### src/rtl/st7735_pkg.sv
// Shared ST7735 link definitions: opcodes,
// receiver FSM states and default panel size.
package st7735_pkg;

   localparam logic [7:0] CMD_CASET = 8'h2A;
   localparam logic [7:0] CMD_RASET = 8'h2B;
   localparam logic [7:0] CMD_RAMWR = 8'h2C;

   localparam int LCD_WIDTH  = 128;
   localparam int LCD_HEIGHT = 160;

   typedef enum logic [2:0] {
      IDLE,
      CASET,
      RASET,
      RAMWR_HI,
      RAMWR_LO
   } rx_state_t;

   // Window is legal only with zero high bytes,
   // start <= end and end below the panel limit.
   function automatic logic win_ok(
      input logic [7:0] s_hi,
      input logic [7:0] s_lo,
      input logic [7:0] e_hi,
      input logic [7:0] e_lo,
      input logic [8:0] lim
   );
      return (s_hi == 8'd0) && (e_hi == 8'd0) &&
             (s_lo <= e_lo) && ({1'b0, e_lo} < lim);
   endfunction

endpackage

### src/rtl/spi_byte_rx.sv
// Oversampling SPI byte receiver: synchronizers,
// clock edge detect, shift register and CS abort.
module spi_byte_rx #(
   parameter int SYNC_STAGES = 2
) (
   input  logic       clk,
   input  logic       rst_n,
   input  logic       cs,
   input  logic       mosi,
   input  logic       dc,
   input  logic       sclk,
   output logic       byte_valid,
   output logic [7:0] byte_data,
   output logic       byte_dc,
   output logic       err
);

   logic [SYNC_STAGES-1:0] cs_sync;
   logic [SYNC_STAGES-1:0] mosi_sync;
   logic [SYNC_STAGES-1:0] dc_sync;
   logic [SYNC_STAGES-1:0] sclk_sync;

   logic       cs_s;
   logic       mosi_s;
   logic       dc_s;
   logic       sclk_s;
   logic       cs_q;
   logic       sclk_q;
   logic       sclk_rise;
   logic       cs_fall;
   logic       cs_rise;
   logic [2:0] cnt;
   logic [7:0] shreg;
   logic       dc_q;
   logic       done;

   assign cs_s   = cs_sync[SYNC_STAGES-1];
   assign mosi_s = mosi_sync[SYNC_STAGES-1];
   assign dc_s   = dc_sync[SYNC_STAGES-1];
   assign sclk_s = sclk_sync[SYNC_STAGES-1];

   assign sclk_rise = sclk_s & ~sclk_q;
   assign cs_fall   = ~cs_s & cs_q;
   assign cs_rise   = cs_s & ~cs_q;

   // Input synchronizers plus one delay stage
   // for edge detection; CS idles high.
   always_ff @(posedge clk or negedge rst_n) begin
      if (!rst_n) begin
         cs_sync   <= '1;
         mosi_sync <= '0;
         dc_sync   <= '0;
         sclk_sync <= '0;
         cs_q      <= 1'b1;
         sclk_q    <= 1'b0;
      end else begin
         cs_sync   <= {cs_sync[SYNC_STAGES-2:0], cs};
         mosi_sync <= {mosi_sync[SYNC_STAGES-2:0], mosi};
         dc_sync   <= {dc_sync[SYNC_STAGES-2:0], dc};
         sclk_sync <= {sclk_sync[SYNC_STAGES-2:0], sclk};
         cs_q      <= cs_s;
         sclk_q    <= sclk_s;
      end
   end

   // Bit shifting; a CS rise mid-byte drops
   // the partial byte and flags an error.
   always_ff @(posedge clk or negedge rst_n) begin
      if (!rst_n) begin
         cnt   <= 3'd0;
         shreg <= 8'd0;
         dc_q  <= 1'b0;
         done  <= 1'b0;
         err   <= 1'b0;
      end else begin
         done <= 1'b0;
         err  <= 1'b0;
         if (cs_fall) begin
            cnt <= 3'd0;
         end else if (cs_rise) begin
            err <= (cnt != 3'd0);
            cnt <= 3'd0;
         end else if (!cs_s && sclk_rise) begin
            shreg <= {shreg[6:0], mosi_s};
            cnt   <= cnt + 3'd1;
            if (cnt == 3'd7) begin
               done <= 1'b1;
               dc_q <= dc_s;
            end
         end
      end
   end

   // Present the completed byte one cycle later.
   always_ff @(posedge clk or negedge rst_n) begin
      if (!rst_n) begin
         byte_valid <= 1'b0;
         byte_data  <= 8'd0;
         byte_dc    <= 1'b0;
      end else begin
         byte_valid <= done;
         if (done) begin
            byte_data <= shreg;
            byte_dc   <= dc_q;
         end
      end
   end

endmodule

### src/rtl/st7735_spi_rx.sv
// ST7735 display-side receiver: command FSM,
// address window and RGB565 pixel pointer.
module st7735_spi_rx
   import st7735_pkg::*;
#(
   parameter int SYNC_STAGES = 2,
   parameter int WIDTH       = LCD_WIDTH,
   parameter int HEIGHT      = LCD_HEIGHT
) (
   input  logic        SYSTEM_CLK,
   input  logic        RST_N,
   input  logic        CS,
   input  logic        MOSI,
   input  logic        DC,
   input  logic        LCD_CLK,
   output logic        BYTE_VALID,
   output logic [7:0]  BYTE_DATA,
   output logic        BYTE_IS_DATA,
   output logic        PIXEL_VALID,
   output logic [15:0] PIXEL,
   output logic [7:0]  PIXEL_X,
   output logic [7:0]  PIXEL_Y,
   output logic        FRAME_DONE,
   output logic        ERR
);

   localparam logic [8:0] W_LIM = 9'(WIDTH);
   localparam logic [8:0] H_LIM = 9'(HEIGHT);
   localparam logic [7:0] X_MAX = 8'(WIDTH - 1);
   localparam logic [7:0] Y_MAX = 8'(HEIGHT - 1);

   logic       bv;
   logic [7:0] bdata;
   logic       bdc;
   logic       rx_err;
   logic       win_err;

   rx_state_t  state;
   logic [1:0] idx;
   logic [7:0] sh0;
   logic [7:0] sh1;
   logic [7:0] sh2;
   logic [7:0] xs;
   logic [7:0] xe;
   logic [7:0] ys;
   logic [7:0] ye;
   logic [7:0] x;
   logic [7:0] y;
   logic [7:0] hi;
   logic [8:0] lim;
   logic       ok;

   spi_byte_rx #(
      .SYNC_STAGES(SYNC_STAGES)
   ) u_rx (
      .clk       (SYSTEM_CLK),
      .rst_n     (RST_N),
      .cs        (CS),
      .mosi      (MOSI),
      .dc        (DC),
      .sclk      (LCD_CLK),
      .byte_valid(bv),
      .byte_data (bdata),
      .byte_dc   (bdc),
      .err       (rx_err)
   );

   assign BYTE_VALID   = bv;
   assign BYTE_DATA    = bdata;
   assign BYTE_IS_DATA = bdc;
   assign ERR          = rx_err | win_err;

   assign lim = (state == CASET) ? W_LIM : H_LIM;
   assign ok  = win_ok(sh0, sh1, sh2, bdata, lim);

   // Command FSM: window capture and pixel assembly,
   // pointer advances as each pixel is emitted.
   always_ff @(posedge SYSTEM_CLK or negedge RST_N) begin
      if (!RST_N) begin
         state       <= IDLE;
         idx         <= 2'd0;
         sh0         <= 8'd0;
         sh1         <= 8'd0;
         sh2         <= 8'd0;
         xs          <= 8'd0;
         xe          <= X_MAX;
         ys          <= 8'd0;
         ye          <= Y_MAX;
         x           <= 8'd0;
         y           <= 8'd0;
         hi          <= 8'd0;
         PIXEL_VALID <= 1'b0;
         PIXEL       <= 16'd0;
         PIXEL_X     <= 8'd0;
         PIXEL_Y     <= 8'd0;
         FRAME_DONE  <= 1'b0;
         win_err     <= 1'b0;
      end else begin
         PIXEL_VALID <= 1'b0;
         FRAME_DONE  <= 1'b0;
         win_err     <= 1'b0;
         if (bv && !bdc) begin
            idx <= 2'd0;
            unique case (bdata)
               CMD_CASET: state <= CASET;
               CMD_RASET: state <= RASET;
               CMD_RAMWR: begin
                  state <= RAMWR_HI;
                  x     <= xs;
                  y     <= ys;
               end
               default: state <= IDLE;
            endcase
         end else if (bv) begin
            unique case (state)
               IDLE: begin
               end
               CASET, RASET: begin
                  idx <= idx + 2'd1;
                  unique case (idx)
                     2'd0: sh0 <= bdata;
                     2'd1: sh1 <= bdata;
                     2'd2: sh2 <= bdata;
                     default: begin
                        state <= IDLE;
                        if (!ok) begin
                           win_err <= 1'b1;
                        end else if (state == CASET) begin
                           xs <= sh1;
                           xe <= bdata;
                        end else begin
                           ys <= sh1;
                           ye <= bdata;
                        end
                     end
                  endcase
               end
               RAMWR_HI: begin
                  hi    <= bdata;
                  state <= RAMWR_LO;
               end
               RAMWR_LO: begin
                  PIXEL_VALID <= 1'b1;
                  PIXEL       <= {hi, bdata};
                  PIXEL_X     <= x;
                  PIXEL_Y     <= y;
                  state       <= RAMWR_HI;
                  if (x == xe) begin
                     x <= xs;
                     if (y == ye) begin
                        y          <= ys;
                        FRAME_DONE <= 1'b1;
                     end else begin
                        y <= y + 8'd1;
                     end
                  end else begin
                     x <= x + 8'd1;
                  end
               end
               default: state <= IDLE;
            endcase
         end
      end
   end

endmodule

### config.mk
export PLATFORM = sky130hd
export DESIGN_NAME = st7735_spi_rx
export DESIGN_NICKNAME = d
export VERILOG_FILES = /design/src/rtl/st7735_pkg.sv /design/src/rtl/spi_byte_rx.sv /design/src/rtl/st7735_spi_rx.sv
export SDC_FILE = /design/constraint.sdc
export NUM_CORES = 1
export LEC_CHECK = 0
export CORE_AREA = 2 2 127 105
export CTS_CLUSTER_SIZE = 8
export DETAILED_ROUTE_END_ITERATION = 7
export DIE_AREA = 0 0 129 107
export GPL_TIMING_DRIVEN = 0
export PLACE_DENSITY = 0.75
export SLEW_MARGIN = 20
export SYNTH_ARGS = -nofsm -noshare
export SYNTH_HDL_FRONTEND = slang
export SYNTH_HIERARCHICAL = 1
export SYNTH_SLANG_ARGS = --single-unit
### constraint.sdc
create_clock -name SYSTEM_CLK -period 2.7 [get_ports SYSTEM_CLK]
set_clock_uncertainty 0.15 [all_clocks]
set_input_delay 0.54 -clock SYSTEM_CLK [delete_from_list [all_inputs] [get_ports SYSTEM_CLK]]
set_output_delay 0.54 -clock SYSTEM_CLK [all_outputs]
set_load 0.05 [all_outputs]
## After elaboration in Yosys (flattened, before gate mapping)

Index checks and enable logic that the tools add are counted.
W data, S select, Z words.

| word-level totals | value |
|---|---|
| bits in registers | 154 |
| bits of input ports | 6 |
| output and inout port bits | 45 |
| logic and storage cells | 139 |

| operators by class | value |
|---|---|
| add/subtract/negate cells | 4 |
| order comparisons | 2 |
| eq/ne operators | 15 |
| mux-type cells | 42 |
| bitwise logic cells | 12 |
| reductions and logical operators | 32 |

Operators by type and width:

| cell | count |
|---|---|
| $mux W8 | 11 |
| $eq A8 B6 Y1 const B | 3 |
| $reduce_and A4 Y1 | 5 |
| $mux W1 | 19 |
| $mux W3 | 6 |
| $add A8 B1 Y8 const B | 2 |
| $eq A8 B8 Y1 | 2 |
| $logic_not A8 Y1 | 2 |
| $reduce_and A3 Y1 | 5 |
| $pmux W3 S4 | 1 |
| $reduce_and A6 Y1 | 2 |
| $le A8 B8 Y1 | 1 |
| $lt A8 B8 Y1 | 1 |
| $not A1 Y1 | 8 |
| $reduce_bool A2 Y1 | 4 |
| $eq A3 B2 Y1 const B | 2 |
| $eq A3 B3 Y1 const B | 2 |
| $mux W2 | 3 |
| $mux W6 | 1 |
| $pmux W2 S3 | 1 |
| $reduce_bool A3 Y1 | 2 |
| $logic_and A1 B1 Y1 | 5 |
| $add A3 B1 Y3 const B | 1 |
| $and A1 B1 Y1 | 3 |
| other kinds (14) | 15 |

## Depth between registers and ports, before layout

| depth | value |
|---|---|
| depth after elaboration | 9 |
| depth in mapped cells | 9 |

## By module

The synthesis kept the hierarchy.

Modules (own cells, without submodules):

| module | times used | cells each | area each (µm²) |
|---|---|---|---|
| st7735_spi_rx | 1 | 477 | 5520.3 |
| spi_byte_rx | 1 | 75 | 1242.4 |

## Worst setup path before layout

No wires, ideal clock.

| timing | value |
|---|---|
| path kind | reg2reg |
| start | register u_rx.byte_data[1] |
| end | register ye[6] |
| setup time | 0.125 ns |
| arrival time | 2.389 ns |
| data required time | 2.425 ns |
| path slack | 0.036 ns |
| cell stages (with the launch flop) | 10 |
| path buffers | 1 |
| path through | dfrtp_1 -> inv_1 -> ha_1 -> nor2b_1 -> o211ai_1 -> a21oi_1 -> o22ai_4 -> nand4_4 -> buf_6 -> mux2_4 |

| between the ends | value |
|---|---|
| word-level cells in the longest chain between the ends | 4 |

Ends and longest elaborated chain:

| element | RTL line | text |
|---|---|---|
| start, declared | spi_byte_rx.sv:13 | `output logic [7:0] byte_data,` |
| start signal, assigned | spi_byte_rx.sv:103 | `byte_data <= shreg;` |
| $le A8 B8 Y1 | st7735_pkg.sv:30 | `(s_lo <= e_lo) && ({1'b0, e_lo} < lim);` |
| $logic_and A1 B1 Y1 | st7735_pkg.sv:29 | `return (s_hi == 8'd0) && (e_hi == 8'd0) &&` |
| $logic_and A1 B1 Y1 * | st7735_pkg.sv:30 |  |
| $reduce_and A6 Y1 (no source line) * | n/a |  |
| end signal, assigned | st7735_spi_rx.sv:133 | `ye <= bdata;` |
| end, declared | st7735_spi_rx.sv:46 | `logic [7:0] ye;` |

Mark *: on every way between the ends. The rest lies on a longest branch, timed or not.
A chain may end at the register's enable or synchronous reset.

## Worst setup path in the final report

| timing | value |
|---|---|
| start | register u_rx.byte_data[1] |
| end | register ys[0] |

| between the ends | value |
|---|---|
| word-level cells in the longest chain between the ends | 4 |

Ends and longest elaborated chain:

| element | RTL line | text |
|---|---|---|
| $le A8 B8 Y1 | st7735_pkg.sv:30 |  |
| $logic_and A1 B1 Y1 | st7735_pkg.sv:29 |  |
| $logic_and A1 B1 Y1 * | st7735_pkg.sv:30 |  |
| $reduce_and A6 Y1 (no source line) * | n/a |  |
| end signal, assigned | st7735_spi_rx.sv:87 | `ys <= 8'd0;` |
| end signal, assigned | st7735_spi_rx.sv:132 | `ys <= sh1;` |
| end, declared | st7735_spi_rx.sv:45 | `logic [7:0] ys;` |

Marked as above.

==> results.yml <==
outcome:
  status: "finished, final reports clean"
global_route:
  antenna_found_initial: 0
  groute.usage.overall_pct: 22.7
  grt_pass1_wl_microns: 23800
  grt_start_max_net_pins: 81
  gr-max-usage-layer: "met2"
  met1_usage_pct: 32.2
  overflow: 0
  met3_usage_pct: 4.44
  grt_pass1_vias: 4603
  met2_usage_pct: 35.4
floorplanning:
  start_util_pct: 53.9
  io_pins: 51
  die_w_microns: 129
  die_area_sq_um: 13800
  core_area_sq_um: 12500
  rows: 37
  fp.dieH_microns: 107
logic_synthesis:
  netlist_area_sq_um: 6760
  yosys_register_bits: 154
  yosysMostFrequentCell: "dfrtp_1"
  synth_flop_cell: "dfrtp_1"
  synth_edf_count: 0
  synth_common_cells: "dfrtp_1, mux2_2, nand2_1, o21ai_0, a21oi_1"
  yosysUniqueCellTypes: 52
  yosysTopAreaCellShare_pct: 51.1
  yosysSeqAreaShare_pct: 57.3
  synth_area_per_cell_sq_um: 12.3
  yosys_warnings: 6
  ys_top_cells_by_area: "dfrtp_1, mux2_2, dfstp_2"
  synth_cells: 552
  async_reset_ff_share_pct: 100
  syn-num-nets: 577
  yosysTopAreaCell: "dfrtp_1"
pwr:
  ir_drop_v: 0.000493
  p_leak_nw: 3.85
  p_per_area_nw_per_um2: 619
  p_total_mw: 5.08
layout:
  n_fill_cell: 918
  fin_nets: 649
  syn_to_final_growth_pct: 21.2
  largest_reg_flops: 16
  n_antenna_cell: 0
  drive_above_1_share_pct: 25.3
  largest_register: "PIXEL"
  fin_area_sq_um: 8200
cts:
  clk_latency_ns: 0.42
  cts_tree: "yes"
  htree_levels: 4
  clk_pin_slew_ns: 0.06
  cts.sinks: 154
  cts_buffers: 17
  clockRootBuffer: "clkbuf_16"
  cts_max_path_buffers: 2
setup_path:
  arrival_ns: 2.70
  path_max_fanout: 10
  start_kind: "register"
  required_ns: 2.85
  critPathKind: "reg2reg"
  cp-end-kind: "register"
  reg2reg_setup_slack_ns: 0.15
timing:
  period_minus_slack_ns: 2.55
  holdWs_ns: 0.202
  hold_violations: 0
  max_slew_margin_pct: 46.2
  slew_violations: 0
  finalSetupViolCount: 0
  finalCritPeriodShare_pct: 94.6
  fmax_mhz: 392
  worstMarginPinSlew_ns: 0.799
  timing.setup.tns_ns: 0
placed_design:
  io_buffer_count: 50
  place_area_sq_um: 7510
  dp.final_hpwl_microns: 9500
  place_congestion: 0.846
detailed_routing:
  vias: 4519
  drt-total-wl_microns: 14400
  drc: 0
  avgRoutedWirePerCell_microns: 17.7
  drt_iter0_drc: 397
  firstDrtPassIters: 5
  antenna_left: 0
  vias_per_cell: 5.57
run:
  maxCapViolations: 0
worst_hold_path:
  hold_class: "reg2reg"
[worst max-delay path, cell delays in order, from the launching register on]
cell and delay (ns):
dfrtp_2 0.46, clkinvlp_4 0.12, ha_1 0.30, nor2b_1 0.13, o211ai_1 0.22, a21oi_2 0.11, o22ai_4 0.19, nand4_4 0.21
buf_6 0.23, mux2_4 0.31
[placed cells by master, fill, tap and decap left out, types with 17 or more instances in the layout]
| cell | n |
|---|---|
| o21ai_0 | 51 |
| mux2_4 | 19 |
| clkbuf_16 | 17 |
| ha_1 | 19 |
| a21oi_1 | 27 |
| clkdlybuf4s50_1 | 49 |
| nand2_1 | 58 |
| dfrtp_1 | 132 |
| inv_1 | 20 |
| mux2_2 | 58 |
[cell type report]
cell class / count / area, sq um / area share, %
clock buffer: 18 / 429 / 5.24
buffer: 21 / 110 / 1.34
clock inverter: 14 / 219 / 2.67
timing repair buffer: 53 / 551 / 6.72
multi-input combinational: 355 / 2700 / 33.0
tap: 175 / 219 / 2.67
sequential: 154 / 3880 / 47.4
inverter: 22 / 86.3 / 1.05
[final timing paths]
kind                                endpoint              start  depth (start not counted)
setup / recovery                       ys[0]  u_rx/byte_data[1]                          9
hold / removal             u_rx/sclk_sync[1]  u_rx/sclk_sync[0]                          0
setup reg to reg                       ys[0]  u_rx/byte_data[1]                          9
hold reg to reg            u_rx/sclk_sync[1]  u_rx/sclk_sync[0]                          0
max in group asynchronous              xe[5]              RST_N                          3
min in group asynchronous              hi[2]              RST_N                          2
[layer usage]
layer	part of all wire, %	wire [microns]
met5	0	0
met4	1.6	227
met3	4.3	623
met2	47	6800
met1	47	6700
[power breakdown]
part	internal [mW]	leakage, nW	switching, mW
registers	2.35	2.06	0.0315
clock network	1.65	0.311	0.935
logic	0.0464	1.48	0.0646
total	4.05	3.85	1.03
[through the flow]
step                instances  worst slack [ns]  utilization (%)
floorplan                 552            0.0359                -
global placement          777             -4.90             59.6
detailed placement        778            0.0196             59.9
CTS                       812            0.0738             65.2
global route              812          -0.00171             65.3
finish                    812             0.146             65.3
[what timing repair did]
item | 4_1_cts | 5_1_grt
buffers inserted | 1 | 0
setup endpoints to repair | 10 | 22
endpoints found under the hold margin | 65 | 0
resized for setup | 2 | 8
pin swaps | 0 | 1
hold buffers | 1 | 0
[kinds of logic (layout without fill, tap and decap cells)]
kind of cell / Yosys count / after routing / share of synthesized area (%)
AOI/OAI and AO/OA: 101 / 101 / 8.62
xor gates and xnor gates: 18 / 18 / 2.33
adders and majority gates: 20 / 20 / 3.66
buffers and inverters: 43 / 128 / 2.83
DFF: 154 / 154 / 57.3
muxes: 83 / 83 / 14.8
and+or+nand+nor: 133 / 133 / 10.5
Power figures use the tool's default switching activity.
==> edit 1 (same flow settings) <==
Re-encode `rx_state_t` (5 states) as one-hot, 5 bits wide.
--- a/src/rtl/st7735_pkg.sv
+++ b/src/rtl/st7735_pkg.sv
@@ -11,8 +11,8 @@
 
-   typedef enum logic [2:0] {
-      IDLE,
-      CASET,
-      RASET,
-      RAMWR_HI,
-      RAMWR_LO
+   typedef enum logic [4:0] {
+      IDLE     = 5'b00001,
+      CASET    = 5'b00010,
+      RASET    = 5'b00100,
+      RAMWR_HI = 5'b01000,
+      RAMWR_LO = 5'b10000
    } rx_state_t;
Behaviour: same outputs for any inputs over 10 cycles, from zero or initial values and one cycle with RST_N low; not proved beyond that.
==> edit 1 against the unedited design <==
Sequential cell count grew 2; final cell count increased by 8.6%; count of clock-buffer cells in the layout rose by 2; first-iteration DRC count grew 21%; power is 3.6% lower; synthesized area fell by 0.24%; final area about the same; routed wire length grew 4.4%; worst setup slack worse by 0.10 ns; critical endpoint is now xs[6].
==> edit 1: results (changes against the unedited design) <==
Hold path
  • WHS Path Cells: 0 (unchanged)
  • Min-delay src: u_rx/dc_sync[0]
  • Hold Path Sink: u_rx/dc_sync[1]

GRT
  • Largest net degree at the start of global routing: 91 (+12%)
  • Vias in the first global route: 4774 (+3.7%)
  • First-pass GRT wire length: 24.9 mm (+4.4%)
  • Total track usage: 23.7% (+0.98 points)

Placed design
  • Placed insts: 843 (+8.4%)
  • Cell area after placement: 0.00750 sq mm (-0.20%)
  • DPL Wire Length: 10.2 mm (+7.4%)
  • Placer Congestion: 0.908 (+7.4%)
  • Worst slack, placed: -0.200 ns (-0.220 ns)

Finish
  • Nets: 719 (+11%)
  • Share of layout cells above drive strength 1: 18.8% (-6.5 points)
  • Non-Filler Instances: 882 (+8.6%)

Worst setup path
  • Crit path arrival time: 2.81 ns (+0.11 ns)
  • Slowest stage cell, crit path: dfrtp_1
  • Critical path origin: u_rx/byte_data[4]
  • Flop2flop setup slack: 0.04 ns (-0.10 ns)
  • Cell family with the largest share of critical-path delay: buffers and inverters
  • Worst path max stage delay: 0.53 ns (+0.07 ns)
  • Reg2Reg Capture Point: xs[6]

Synthesis
  • Sequential share of the synthesized area: 58.2% (+0.90 points)
  • Syn nets: 642 (+11%)
  • Cell variety after synth: 46 (-12%)
  • Yosys Warn Count: 6 (unchanged)
  • Synth Instances: 617 (+12%)
  • Synth cell count leaders: dfrtp_1, nand2_1, o21ai_0
  • Ranking of synthesized cells by area: dfrtp_1, mux2_2, nand2_1

Routing
  • DR vias: 4887 (+8.1%)
  • DRT Pass-1 Iters: 5 (unchanged)
  • First DRT Iteration DRCs: 482 (+21%)
  • WL final: 15.0 mm (+4.4%)

Clock tree
  • Postcts setup bufs: 2 (+1)
  • CTS root buf: clkbuf_16
  • Inserted Clock Buffers: 17 (unchanged)
  • Post-CTS sizing: 6 (+4)

Power
  • IR drop worst, VDD: 0.509 mV (+3.2%)
  • P_sw: 1.05 mW (+1.7%)
  • Flop pwr share: 49.2% (+2.2 points)
  • Leak pwr: 3.85 nW (about the same)
  • Power share of the clock group: 48.5% (-2.3 points)

STA
  • Max_slew headroom: 41.3% (-4.9 points)
  • Fin Hold WS: 0.197 ns (-0.00472 ns)
  • Period utilization: 98.4% (+3.8 points)

Run status
  • Status: completed
[edit 1: changes by cell type after synthesis, sizes merged, moves of 4 or more]
cell / before / now
nand2: 59 / 132
nand2b: 1 / 6
and3: 1 / 5
o21ai: 51 / 66
nor2: 17 / 10
mux2: 77 / 50
[edit 1: per-layer routing]
metal	track usage, %	wire length, um
met5	0	0
met4	8.31	150
met3	4.39	803
met2	36.4	6980
met1	34.0	7050
[edit 1: layout make-up]
| class | count | area (sq um) |
|---|---|---|
| Fill cell | 961 | 4350 |
| Sequential cell | 156 | 3930 |
| Multi-Input combinational cell | 416 | 2670 |
| Timing Repair Buffer | 58 | 588 |
| Clock buffer | 20 | 457 |
| Tap cell | 175 | 219 |
| Clock inverter | 12 | 138 |
| Buffer | 21 | 98.8 |
| Inverter | 24 | 93.8 |
[edit 1: kinds of logic after synthesis]
logic type,share of synthesized area (%)
compound gates,9.12
mux,9.38
buf+inv,2.67
fa+ha+maj,3.52
xor+xnor,2.47
simple gates,14.7
flops,58.2
==> edit 2 (same settings) <==
Without the edit above. `SYNC_STAGES` is set to 2 in 2 places; all go to 4.
--- a/src/rtl/spi_byte_rx.sv
+++ b/src/rtl/spi_byte_rx.sv
@@ -3,3 +3,3 @@
 module spi_byte_rx #(
-   parameter int SYNC_STAGES = 2
+   parameter int SYNC_STAGES = 4
 ) (
--- a/src/rtl/st7735_spi_rx.sv
+++ b/src/rtl/st7735_spi_rx.sv
@@ -5,3 +5,3 @@
 #(
-   parameter int SYNC_STAGES = 2,
+   parameter int SYNC_STAGES = 4,
    parameter int WIDTH       = LCD_WIDTH,
Behaviour: not the same (Yosys sat finds a counterexample within 10 cycles, from zero or initial values and one cycle with RST_N low).
==> edit 2 against the unedited design <==
Worst setup slack worse by 0.037 ns; sequential cell count up 8; synthesized area increased by 3.0%; global-route usage is 0.62 points higher; non-clock buffer count shrank 1; final area grew 2.4%; routed wire length rose by 2.7%; final cell count is 0.86% higher; first-iteration DRC count rose by 0.25%; power up 3.7%; count of clock-buffer cells in the layout stayed put.
==> edit 2: results (changes against the unedited design) <==
Worst setup path
  • Crit path arrival time: 2.75 ns (+0.05 ns)
  • Worst r2r src: u_rx/byte_data[5]
  • Worst R2R Path Depth: 8 (-1)
  • Reg2Reg Capture Point: ys[6]
  • Flop2flop setup slack: 0.11 ns (-0.04 ns)
  • Worst path max stage delay: 0.48 ns (+0.02 ns)
  • Crit path max fanout: 10 (unchanged)

Routing
  • DRT Pass-1 Iters: 5 (unchanged)
  • Avg Vias per Cell: 5.60 (+0.68%)
  • First DRT Iteration DRCs: 398 (+0.25%)
  • WL final: 14.7 mm (+2.7%)

Finish
  • Max FFs per register: 16 (unchanged)
  • Share of layout cells above drive strength 1: 25.2% (-0.12 points)
  • Fillers: 923 (+0.54%)
  • N_diodes: 0 (unchanged)
  • Nets: 656 (+1.1%)

Clock tree
  • Inserted Clock Buffers: 17 (unchanged)
  • CTS root buf: clkbuf_16
  • Worst-skew pair later-pin latency: 0.42 ns (about the same)
  • Max clock buf depth: 2 (unchanged)
  • Clock-pin slew on the worst setup and hold paths: 0.06 ns (about the same)

GRT
  • Total track usage: 23.3% (+0.62 points)
  • M3 GR Usage: 4.39% (-0.050 points)
  • Largest net degree at the start of global routing: 86 (+6.2%)
  • Met2 usage: 37.1% (+1.7 points)
  • GR Util met1: 31.6% (-0.59 points)
  • Vias in the first global route: 4841 (+5.2%)
  • First-pass GRT wire length: 24.7 mm (+3.7%)

Synthesis
  • Ranking of synthesized cells by area: dfrtp_1, mux2_2, dfstp_2
  • Synth cell count leaders: dfrtp_1, mux2_2, nand2_1
  • Compound-Gate Fraction of Synth Area: 8.37% (-0.25 points)
  • Adder-cell area share of the yosys netlist: 3.56% (-0.11 points)
  • Mux contribution to synthesized area: 14.3% (-0.43 points)
  • Ys flop type: dfrtp_1
  • Ys async rst share: 100% (unchanged)
  • Sequential share of the synthesized area: 58.5% (+1.2 points)
  • Yosys Warn Count: 6 (unchanged)
  • Syn nets: 585 (+1.4%)
  • Xor/xnor share of the synthesized area: 2.26% (-0.068 points)
  • Cell variety after synth: 52 (unchanged)

Hold path
  • Min-delay worst type: register to register
  • Hold Path Sink: u_rx/mosi_sync[2]
  • Min-delay src: u_rx/mosi_sync[1]

Placed design
  • Placer Congestion: 0.841 (-0.59%)
  • DPL Wire Length: 9.86 mm (+3.7%)
  • Cell area after placement: 0.00772 sq mm (+2.7%)
  • Worst slack, placed: -0.00111 ns (-0.0207 ns)

Run status
  • Status: completed

STA
  • Max_slew headroom: 47.7% (+1.5 points)

Power
  • Leak pwr: 3.94 nW (+2.4%)
  • IR drop worst, VDD: 0.422 mV (-14%)
edit 2: cell types whose count changed after synthesis:
| cell | change |
|---|---|
| dfstp_2 | +2 |
| dfrtp_1 | +6 |
edit 2: final cells by class:
type	count	area [sq um]	area share (%)
inverters	22	82.6	0.984
multi-input cells	355	2700	32.2
flip-flops and latches	162	4090	48.7
clock inverters	14	215	2.56
clock buffers	18	439	5.23
plain buffers	21	109	1.30
repair buffers	52	543	6.47
well taps	175	219	2.61
edit 2: critical path, delay by kind of cell, from the launching register on:
kind                       cells  cell delay (ns)
adders and majority gates      1             0.35
DFF                            1             0.48
and+or+nand+nor                2             0.34
AOI/OAI and AO/OA              2             0.45
muxes                          1             0.32
buffers and inverters          2             0.37
edit 2: metal layers:
layer	vias up	wire length (um)
met2	126	7160
li1	2109	-
met4	0	296
met1	2327	6710
met5	-	0
met3	27	568
edit 2: logic make-up after synthesis:
kind of cell | count (synthesis)
AO/OA/AOI/OAI | 101
multiplexers | 83
XOR/XNOR | 18
adder cells (fa/ha/maj) | 20
AND/OR/NAND/NOR | 133
buffers and inverters | 43
flip-flops | 162
edit 2: how the worst max path moves through the flow:
| stage | end | slack, ns |
|---|---|---|
| final | ys[6] | 0.11 |
| after global routing | xs[6] | 0.02 |
| after CTS | ys[6] | 0.01 |
| after detailed placement | ys[7] | -0.001 |
| after global placement | PIXEL[10] | -5.25 |
| after floorplan | ye[6] | 0.04 |
edit 2: per-stage QoR:
| step | utilization (%) | TNS [ns] | instances | hold slack, ns |
|---|---|---|---|---|
| finish | 66.9 | 0 | 819 | 0.197 |
| global route | 66.9 | 0 | 819 | 0.196 |
| CTS | 66.8 | 0 | 819 | 0.199 |
| detailed placement | 61.5 | -0.00314 | 786 | 0.186 |
| global placement | 61.3 | -814.34 | 785 | 0.182 |
| floorplan | - | 0 | 560 | 0.0944 |
edit 2: repair_timing:
action	in CTS	in global routing
pin swaps	0	1
setup endpoints to repair	17	19
buffers inserted	0	0
hold buffers	1	0
gates resized for setup	2	6
endpoints found under the hold margin	66	0
edit 2: power breakdown:
part | internal [mW] | switching, mW | leakage [nW]
clock network | 1.61 | 1.04 | 0.321
registers | 2.48 | 0.0296 | 2.15
logic | 0.0458 | 0.0651 | 1.47
total | 4.13 | 1.13 | 3.94
